===== src/rtl/jtag_vpi_shifter.sv =====
// JTAG bit-bang master: shifts up to MAX_LEN tms/tdi bits per command on a
// divided tck and returns the tdo bits captured on each rising tck edge.
module jtag_vpi_shifter #(
  parameter int unsigned TCK_DIV = 2,
  parameter int unsigned MAX_LEN = 32
) (
  input  logic               wb_clk_i,
  input  logic               wb_rst_ni,
  input  logic               enable,
  input  logic               init_done,
  input  logic               cmd_valid,
  output logic               cmd_ready,
  input  logic [5:0]         cmd_len,
  input  logic [MAX_LEN-1:0] cmd_tms,
  input  logic [MAX_LEN-1:0] cmd_tdi,
  output logic               rsp_valid,
  output logic [MAX_LEN-1:0] rsp_tdo,
  output logic               tck,
  output logic               tms,
  output logic               tdi,
  input  logic               tdo
);

  localparam int unsigned DW = (TCK_DIV > 1) ? $clog2(TCK_DIV) : 1;

  typedef enum logic [1:0] {IDLE, LOW, HIGH, DONE} state_t;

  state_t             state;
  logic [DW-1:0]      div_cnt;
  logic [5:0]         bits_left;
  logic [5:0]         eff_len;
  logic [MAX_LEN-1:0] tms_sh;
  logic [MAX_LEN-1:0] tdi_sh;
  logic [MAX_LEN-1:0] cap;
  logic [MAX_LEN-1:0] mask;
  logic               accept;
  logic               div_last;

  assign eff_len   = (cmd_len > 6'(MAX_LEN)) ? 6'(MAX_LEN) : cmd_len;
  assign cmd_ready = wb_rst_ni & (state == IDLE) & enable & init_done;
  assign accept    = cmd_valid & cmd_ready;
  assign div_last  = (div_cnt == DW'(TCK_DIV - 1));

  // DONE is a one-cycle response state so cmd_ready stays low alongside rsp_valid.
  always_ff @(posedge wb_clk_i) begin
    if (!wb_rst_ni) begin
      state     <= IDLE;
      tck       <= 1'b0;
      tms       <= 1'b1;
      tdi       <= 1'b0;
      rsp_valid <= 1'b0;
      rsp_tdo   <= '0;
      div_cnt   <= '0;
      bits_left <= '0;
      tms_sh    <= '0;
      tdi_sh    <= '0;
      cap       <= '0;
      mask      <= '0;
    end else begin
      rsp_valid <= 1'b0;
      case (state)
        IDLE: begin
          if (accept) begin
            cap       <= '0;
            mask      <= {{(MAX_LEN-1){1'b0}}, 1'b1};
            div_cnt   <= '0;
            bits_left <= eff_len;
            if (eff_len == 6'd0) begin
              state     <= DONE;
              rsp_valid <= 1'b1;
              rsp_tdo   <= '0;
            end else begin
              state  <= LOW;
              tck    <= 1'b0;
              tms    <= cmd_tms[0];
              tdi    <= cmd_tdi[0];
              tms_sh <= cmd_tms >> 1;
              tdi_sh <= cmd_tdi >> 1;
            end
          end
        end
        LOW: begin
          if (div_last) begin
            state   <= HIGH;
            tck     <= 1'b1;
            div_cnt <= '0;
            if (tdo) cap <= cap | mask;
          end else begin
            div_cnt <= div_cnt + 1'b1;
          end
        end
        HIGH: begin
          if (div_last) begin
            tck     <= 1'b0;
            div_cnt <= '0;
            if (bits_left == 6'd1) begin
              state     <= DONE;
              rsp_valid <= 1'b1;
              rsp_tdo   <= cap;
            end else begin
              state     <= LOW;
              bits_left <= bits_left - 1'b1;
              mask      <= mask << 1;
              tms       <= tms_sh[0];
              tdi       <= tdi_sh[0];
              tms_sh    <= tms_sh >> 1;
              tdi_sh    <= tdi_sh >> 1;
            end
          end else begin
            div_cnt <= div_cnt + 1'b1;
          end
        end
        DONE: state <= IDLE;
        default: state <= IDLE;
      endcase
    end
  end

endmodule


===== config.mk =====
export PLATFORM = sky130hd
export DESIGN_NAME = jtag_vpi_shifter
export DESIGN_NICKNAME = d
export VERILOG_FILES = /design/src/rtl/jtag_vpi_shifter.sv
export SDC_FILE = /design/constraint.sdc
export NUM_CORES = 1
export LEC_CHECK = 0
export CAP_MARGIN = 20
export CORE_UTILIZATION = 35
export CTS_BUF_LIST = sky130_fd_sc_hd__clkbuf_2
export DETAILED_ROUTE_END_ITERATION = 16
export GPL_ROUTABILITY_DRIVEN = 0
export HOLD_SLACK_MARGIN = 0.02
export PLACE_DENSITY = 0.66
export SKIP_CTS_REPAIR_TIMING = 1
export SYNTH_ARGS = -nofsm -noshare
export SYNTH_HDL_FRONTEND = slang
export SYNTH_SLANG_ARGS = --single-unit
export TNS_END_PERCENT = 10

===== constraint.sdc =====
create_clock -name wb_clk_i -period 2.24 [get_ports wb_clk_i]
set_input_delay 0.448 -clock wb_clk_i [delete_from_list [all_inputs] [get_ports wb_clk_i]]
set_output_delay 0.448 -clock wb_clk_i [all_outputs]
set_load 0.01 [all_outputs]

# Yosys cells after proc, flatten, opt, wreduce, memory -nomap -nowiden
# Index checks and enable logic that the tools add are counted.
# totals
out_inout_bits	37
reg_bits	173
# op_classes
bitwise	5
n_reduce_logical	14
magnitude_cmp	1
add_sub_neg	2
mux	57
eq_ne	12
# ops
op	n
32-bit two-way mux	18
32-bit one-hot mux with 2 select lines	5
32-bit bitwise OR	1
6-bit two-way mux	4
1-bit two-way mux	18
5-bit AND reduction	3
2-bit inequality test, second input constant	7
6-bit one-hot mux with 2 select lines	1
2-bit two-way mux	5
1-bit one-hot mux with 2 select lines	4
2-bit one-hot mux with 4 select lines	1
4-bit AND reduction	2
6-bit by 1-bit == test with 1-bit output, second input constant	1
6-bit greater-than comparator, second input constant	1
6-bit zero test	1
2-bit nonzero test	3
6-bit by 1-bit subtractor with 6-bit output, second input constant	1
1-bit AND	4
2-bit == test, second input constant	2
1-bit one-hot mux with 3 select lines	1
3-bit AND reduction	1
3-bit nonzero test	1
2-bit by 1-bit == test with 1-bit output, second input constant	1
2-bit zero test	1
4 further kinds	4

# Longest topological paths before layout
# Gate-level depths: netlist of the first run.
# depth
word_depth	7
mapped_depth	9
ltp_nobuf	6

# Worst setup path after synthesis of the first run
# No wires, ideal clock.
# synth_path
kind	reg-to-reg
startpoint	register state[0]
endpoint	register tdi_sh[0]
required_ns	2.168
arrival_ns	1.924
slack_ns	0.245
n_path_buf	3
path_stages_with_launch	10
period_less_slack_ns	1.995
path_cell_list	dfxtp_1 -> inv_1 -> ha_1 -> buf_2 -> or3b_1 -> o21ai_4 -> a211o_1 -> buf_6 -> buf_6 -> mux2i_1
# synth_via
elab_chain_cells	7
# synth_rtl
element	line	source
from (decl)	28	state_t state;
from (signal assigned)	47	state <= IDLE;
from (signal assigned)	69	state <= DONE;
from (signal assigned)	73	state <= LOW;
2-bit zero test	40, 61	
1-bit AND (3 in series)	40	assign cmd_ready = wb_rst_ni & (state == IDLE) & enable & init_done;
1-bit AND	41	assign accept = cmd_valid & cmd_ready;
2-bit inequality test (no line)	n/a	
5-bit AND reduction (no line)	n/a	
to (signal assigned)	78	tdi_sh <= cmd_tdi >> 1;
to (signal assigned)	107	tdi_sh <= tdi_sh >> 1;
to (decl)	33	logic [MAX_LEN-1:0] tdi_sh;
# Several ways; a longest one is shown, not always the timed one.
# A chain may end at the register's enable or synchronous reset.

# Worst setup path after layout of the first run
# layout_path
startpoint	register state[1]
endpoint	output cmd_ready
# layout_via
elab_chain_cells	4
# layout_rtl
element	line	source
2-bit zero test	40	
1-bit AND (3 in series)	40	
to (decl)	12	output logic cmd_ready,
# Every way passes these cells.

==> impl_results.md, run 1 <==
* Final core utilization at 0.453
* Async SR Flop Fraction at 0
* Slowest-stage cell, CP: dfxtp_4
* Period Utilization, post-route at 0.977
* Maxcap violations at 0
* Post-route ant nets at 0
* GR Overflow Total at 0
* Fin crit period at 2.19 ns
* Top Ports at 113
* Dpl cells at 1,203
* CP top delay family: flip-flops
* Slew Limit Fails at 0
* WHS Path Cells at 4
* Initial antenna violation count at 1
* Synth Net Count at 939
* First-pass GRT wire length at around 29 mm
* Largest net degree at the start of global routing at 167
* Root Driver: clkbuf_2
* Core Region at 21,300 sq um
* Post-synth EDFFs at 0
* Critical Path End Type: output port
* DIE AREA at roughly 23,000 sq um
* Reg2Reg Depth at 7
* Final wirelength at 18.1 mm
* Worst-Skew Late Latency at approximately 0.74 ns
* Synth Flop Type: dfxtp_1
* Htree depth at 4
* Avg Inst Size Synth at around 9.0 sq um
* Static leakage at 4.41 nW
* CP cell instances: inv_4 -> ha_4 -> nand3_2 -> nor2_2 -> buf_2
* Count of cell types in the netlist at 48
* Register area share after synthesis at 0.445
* Synth warn at 0
* Final HPWL DP at 11.3 mm
* Inserted Clock Buffers at 17
* Status: finished, final reports clean
* Clock buffer depth at 2
* Port bufs at 112
* Area Growth Syn to Fin at 25.3%
* Max incr delay on CP at around 0.43 ns
* Pre-CTS setup slack at -0.133 ns
* DRC errors left at 0
* Starting Density at 0.362
* Setup TNS at 0 ns
* Site row count at 53
* Mapped Area at ~7700 sq um
* Vias/cell at 5.05
* Post-Synthesis Cells at ~860
* Skew final at around 0.030 ns
* Kind of critical path: reg -> out
* Setup violations, final at 0
* CTS tree: yes
* Total power divided by cell area at 664 nW/um^2
* Yosys reg bits at 171
* Die Ht at 150 um
* Clock sink total at approximately 170
* Crit Path Max Fanout at 4
* Vias in the first global route at slightly below 6,000
* Initial DRC Count at between 300 and 400
* WP depth at 5
* WL/cell at 14.6 um
* CP arrival at 1.74 ns
* GRT Overall Usage at 0.159
* VDD IR max at 0.443 mV
* First drt pass iteration count at 4
* NumNets Final at between 1,000 and 1,500
* Die span in x at ~150 um
* Via count at 6,267
* CP bufs+invs at 2
* Least-Margin Pin Slew at 0.653 ns
* Final Hold Viols at 0
* Setup ws final at 0.0518 ns
* Fmax at 457 MHz
* Fill cells at ~2,000
* Final cell count without fillers at 1,241
* Clk slew on worst S/H paths at 0.26 ns
* Layout cells sized above 1 at 0.187
* Relative slew slack at 0.565
* RSZ-0062 raised after global routing: true
* HP Class: in -> reg
* WP data required at 1.79 ns
* Worst setup SP type: flip-flop
[final cells by class]
| class | instances | area (sq um) | share of cell area |
|---|---|---|---|
| clock inverters | 15 | 169 | 0.0175 |
| repair buffers | 154 | 1630 | 0.169 |
| clock buffers | 17 | 85.1 | 0.00882 |
| diodes | 1 | 2.50 | 0.000259 |
| well taps | 275 | 344 | 0.0356 |
| flip-flops and latches | 171 | 3470 | 0.359 |
| inverters | 8 | 37.5 | 0.00389 |
| multi-input cells | 600 | 3920 | 0.406 |
[metrics by stage]
| step | hold WS (ns) | total power [mW] | instance area [sq um] |
|---|---|---|---|
| after detailed placement | 0.449 | 4.68 | 9210 |
| after CTS | 0.130 | 6.40 | 9470 |
| after floorplan | 0.433 | 4.16 | 7700 |
| after global routing | 0.109 | 6.74 | 9650 |
| after global placement | 0.440 | 4.67 | 9210 |
| final | 0.202 | 6.41 | 9650 |
[worst register-to-register path, delay by kind of cell, from the launching register on]
family,cells,cell delay [ns]
buf+inv,3,0.77
mux,2,0.58
flops,1,0.42
fa+ha+maj,1,0.13
simple gates,1,0.07
[worst paths after layout]
path / start / to / slack [ns]
setup reg to reg: state[0] / tdi / 0.17
hold / removal: wb_rst_ni / rsp_tdo[16] / 0.20
hold reg to reg: tms_sh[25] / tms_sh[25] / 0.47
setup / recovery: state[1] / cmd_ready / 0.05
[state kept, by name, indices dropped and copies added, names as in the netlist]
register	flops
div_cnt	1
state	2
tdi_sh	31
rsp_tdo	32
tdi	1
cap	32
mask	32
bits_left	6
rsp_valid	1
tms	1
tck	1
tms_sh	31
[per-layer routing]
layer  global-route usage  share of wire  up-vias  wire [um]
li1                     -              -     3180          -
met1                0.207           0.47     2935       8400
met2                0.258           0.48      140       8740
met3               0.0361          0.042       12        761
met4               0.0500         0.0092        0        166
met5                    0              0        -          0
[power by group]
| part | switching [mW] | total (mW) | internal, mW | leakage [nW] |
|---|---|---|---|---|
| registers | 0.0539 | 3.19 | 3.14 | 1.39 |
| clock network | 1.17 | 1.70 | 0.534 | 0.142 |
| logic | 0.811 | 1.52 | 0.705 | 2.88 |
| total | 2.03 | 6.41 | 4.37 | 4.41 |
[cells in the final DEF, fill, tap and decap left out, types with 3 or more instances in the layout]
cell type and instances:
clkdlybuf4s50_1 84, buf_12 10, nand4_1 38, a211oi_1 4, dlymetal6s2s_1 26, clkinv_4 3, a21oi_1 70, mux2_2 61
mux2i_1 97, dfxtp_2 28, nand3_1 38, ha_1 5, nor2_1 42, clkinvlp_4 3, buf_4 31, o21ai_0 36
nand2_1 166, clkbuf_2 17, inv_1 4, clkinv_1 3, dfxtp_1 141
[cells by family (layout without fill, tap and decap cells)]
family | count (synthesis) | count (layout) | share of synthesized area
multiplexers | 160 | 160 | 0.218
other | 0 | 1 | 0
AO/OA/AOI/OAI | 131 | 131 | 0.0962
AND/OR/NAND/NOR | 301 | 301 | 0.174
flip-flops | 171 | 171 | 0.445
XOR/XNOR | 1 | 1 | 0.00114
buffers and inverters | 85 | 194 | 0.0551
adder cells (fa/ha/maj) | 7 | 7 | 0.0114
[synth_stat cells (all sizes together) (2+ instances only)]
cell type / n / area share
nor2: 43 / 0.021
clkbuf: 51 / 0.025
a221o: 2 / 0.0026
o21ai: 38 / 0.026
nand2b: 2 / 0.0016
a211oi: 4 / 0.0039
nor2b: 2 / 0.0016
nor3b: 2 / 0.0019
inv: 7 / 0.0034
and3: 2 / 0.0016
a32o: 2 / 0.0026
a31oi: 2 / 0.0016
ha: 7 / 0.011
nand4: 38 / 0.031
mux2i: 99 / 0.13
nor4: 2 / 0.0036
a21oi: 70 / 0.045
mux2: 61 / 0.089
nand3: 39 / 0.025
nand2: 166 / 0.081
dfxtp: 171 / 0.44
buf: 26 / 0.026
a211o: 2 / 0.0023
or3b: 2 / 0.0023
(Power assumes the default switching activity.)
==> run 2: changes to the inputs <==
--- a/config.mk
+++ b/config.mk
@@ -6,8 +6,10 @@
 export NUM_CORES = 1
 export LEC_CHECK = 0
 export CAP_MARGIN = 20
+export CORE_MARGIN = 2
 export CORE_UTILIZATION = 35
 export CTS_BUF_LIST = sky130_fd_sc_hd__clkbuf_2
+export CTS_CLUSTER_DIAMETER = 80
 export DETAILED_ROUTE_END_ITERATION = 16
 export GPL_ROUTABILITY_DRIVEN = 0
 export HOLD_SLACK_MARGIN = 0.02
==> run 2 against run 1 <==
Effect of this change:
- maximum frequency increased by 0.85%
- sequential share of layout area increased by 0.32 points
- register-to-register slack improved by 0.02 ns
- via count decreased by 0.75%
- clock-buffer cell count unchanged
- final cell count increased by 0.24%
- clock power decreased by 6%
- clock skew increased by 0.017 ns
- setup slack improved by 0.019 ns
- sequential power about the same
- power decreased by 2.7%
- final area decreased by 1.0%
==> impl_results.md, run 2 (synthesis gave the netlist of run 1 again) <==
* Initial DRC Count at 396 (+16%)
* Fin crit period at 2.17 ns (-0.0185 ns)
* RSZ-0062 raised after global routing: true
* Final HPWL DP at 11.4 mm (+1.2%)
* Worst-Skew Late Latency at 0.74 ns (about the same)
* Starting Density at 0.355 (-0.00670)
* Commonest non-fill, non-tap cell in the layout: nand2_1
* Total power divided by cell area at 653 nW/um^2 (-1.7%)
* Crit Path Max Fanout at 4 (unchanged)
* GRT Overall Usage at 0.152 (-0.00657)
* Die Ht at 152 um (+1.3%)
* Final core utilization at 0.440 (-0.0130)
* Initial antenna violation count at 1 (unchanged)
* CTS tree: yes
* Skew final at 0.0466 ns (+0.0169 ns)
* Critical Path End Type: output port
* Final wirelength at 17.7 mm (-1.8%)
* Relative slew slack at 0.500 (-0.0643)
* Final Hold Viols at 0 (unchanged)
* VDD IR max at 0.402 mV (-9.3%)
* CP top delay family: flip-flops
* NumNets Final at 1,034 (-0.097%)
* Area Growth Syn to Fin at 24.0%
* Fill cells at 2,081 (+1.9%)
* Setup ws final at 0.0704 ns (+0.0185 ns)
* Via count at 6,220 (-0.75%)
* Layout cells sized above 1 at 0.185 (-0.00169)
* Core Region at 21,700 sq um (+1.9%)
* DRC errors left at 0 (unchanged)
* Final cell count without fillers at 1,244 (+0.24%)
* Kind of critical path: reg -> out
* Die span in x at 152 um (+1.3%)
* Static leakage at 4.19 nW (-5.0%)
* Top Ports at 113 (unchanged)
* DIE AREA at 23,200 sq um (+2.7%)
* Max incr delay on CP at 0.43 ns (about the same)
* CP arrival at 1.72 ns (-0.02 ns)
* Root Driver: clkbuf_2
* Reg2Reg Setup Slack at 0.19 ns (+0.02 ns)
* Status: finished, final reports clean
* Maxcap violations at 0 (unchanged)
* Clock buffer depth at 2 (unchanged)
* CP bufs+invs at 2 (unchanged)
* Clock sink total at 171 (unchanged)
* Largest net degree at the start of global routing at 111 (-34%)
* Least-Margin Pin Slew at 0.750 ns (+0.0964 ns)
* First drt pass iteration count at 4 (unchanged)
* Worst setup SP type: flip-flop
* Post-route ant nets at 0 (unchanged)
* HP Class: in -> reg
* Top flop regs: cap x32, mask x32, rsp_tdo x32
* CP cell instances: inv_4 -> ha_4 -> nand3_2 -> nor2_2 -> buf_2
* Fmax at 461 MHz (+0.85%)
* Setup violations, final at 0 (unchanged)
* Pre-CTS setup slack at -0.148 ns (-0.0144 ns)
* Vias in the first global route at 5,888 (+2.0%)
* WL/cell at 14.3 um (-2.0%)
* Site row count at 54 (+1.9%)
* Dpl cells at 1,209 (+0.50%)
* Htree depth at 4 (unchanged)
* Hold_ws at 0.270 ns (+0.0675 ns)
* WP data required at 1.79 ns (about the same)
* Period Utilization, post-route at 0.969 (-0.00828)
* GR Overflow Total at 0 (unchanged)
* First-pass GRT wire length at 29.5 mm (+3.2%)
* Inserted Clock Buffers at 17 (unchanged)
* Slew Limit Fails at 0 (unchanged)
* Port bufs at 112 (unchanged)
* Vias/cell at 5.00 (-0.99%)
* Slowest-stage cell, CP: dfxtp_4
* Clk slew on worst S/H paths at 0.25 ns (about the same)
* Most frequent cells in the layout: nand2_1 (166), dfxtp_1 (143), mux2i_1 (97), clkdlybuf4s50_1 (94), a21oi_1 (70)
## run 2: metrics by stage
stage	area (sq um)	TNS, ns	total power [mW]
after global placement	9200	-8.62	4.65
final	9550	0	6.23
after CTS	9420	-0.642	6.28
after floorplan	7700	0	4.16
after global routing	9550	-0.0858	6.61
after detailed placement	9200	-10.98	4.66
## run 2: final timing paths
kind	startpoint	end	cells after the start
hold / removal	cmd_tdi[31]	tdi_sh[30]	3
setup reg to reg	bits_left[0]	tms_sh[19]	6
hold reg to reg	tms_sh[0]	tms_sh[0]	2
setup / recovery	state[1]	cmd_ready	5
## run 2: routing by layer
| layer | GRT usage | wire [um] | part of all wire |
|---|---|---|---|
| met1 | 0.210 | 8620 | 0.49 |
| met2 | 0.239 | 8120 | 0.46 |
| met3 | 0.0321 | 762 | 0.043 |
| met4 | 0.0472 | 236 | 0.013 |
| met5 | 0 | 0 | 0 |
## run 2: tightest hold or removal path: stages
cell and delay [ns]:
clkdlybuf4s50_1 0.42, nand2_1 0.07, mux2i_1 0.05
## run 2: power by group
| group | total [mW] | leakage, nW | switching (mW) | internal, mW |
|---|---|---|---|---|
| combinational | 1.46 | 2.66 | 0.789 | 0.670 |
| clock | 1.59 | 0.140 | 1.16 | 0.428 |
| sequential | 3.19 | 1.39 | 0.0534 | 3.13 |
| total | 6.23 | 4.19 | 2.00 | 4.23 |
## run 2: final cells by class
| class | count | area, sq um | share of cell area |
|---|---|---|---|
| Multi-Input combinational cell | 600 | 3930 | 0.411 |
| Sequential cell | 171 | 3460 | 0.362 |
| Timing Repair Buffer | 153 | 1560 | 0.163 |
| Tap cell | 280 | 350 | 0.0367 |
| Clock inverter | 14 | 136 | 0.0143 |
| Clock buffer | 17 | 85.1 | 0.00891 |
| Inverter | 8 | 35.0 | 0.00367 |
| Antenna cell | 1 | 2.50 | 0.000262 |
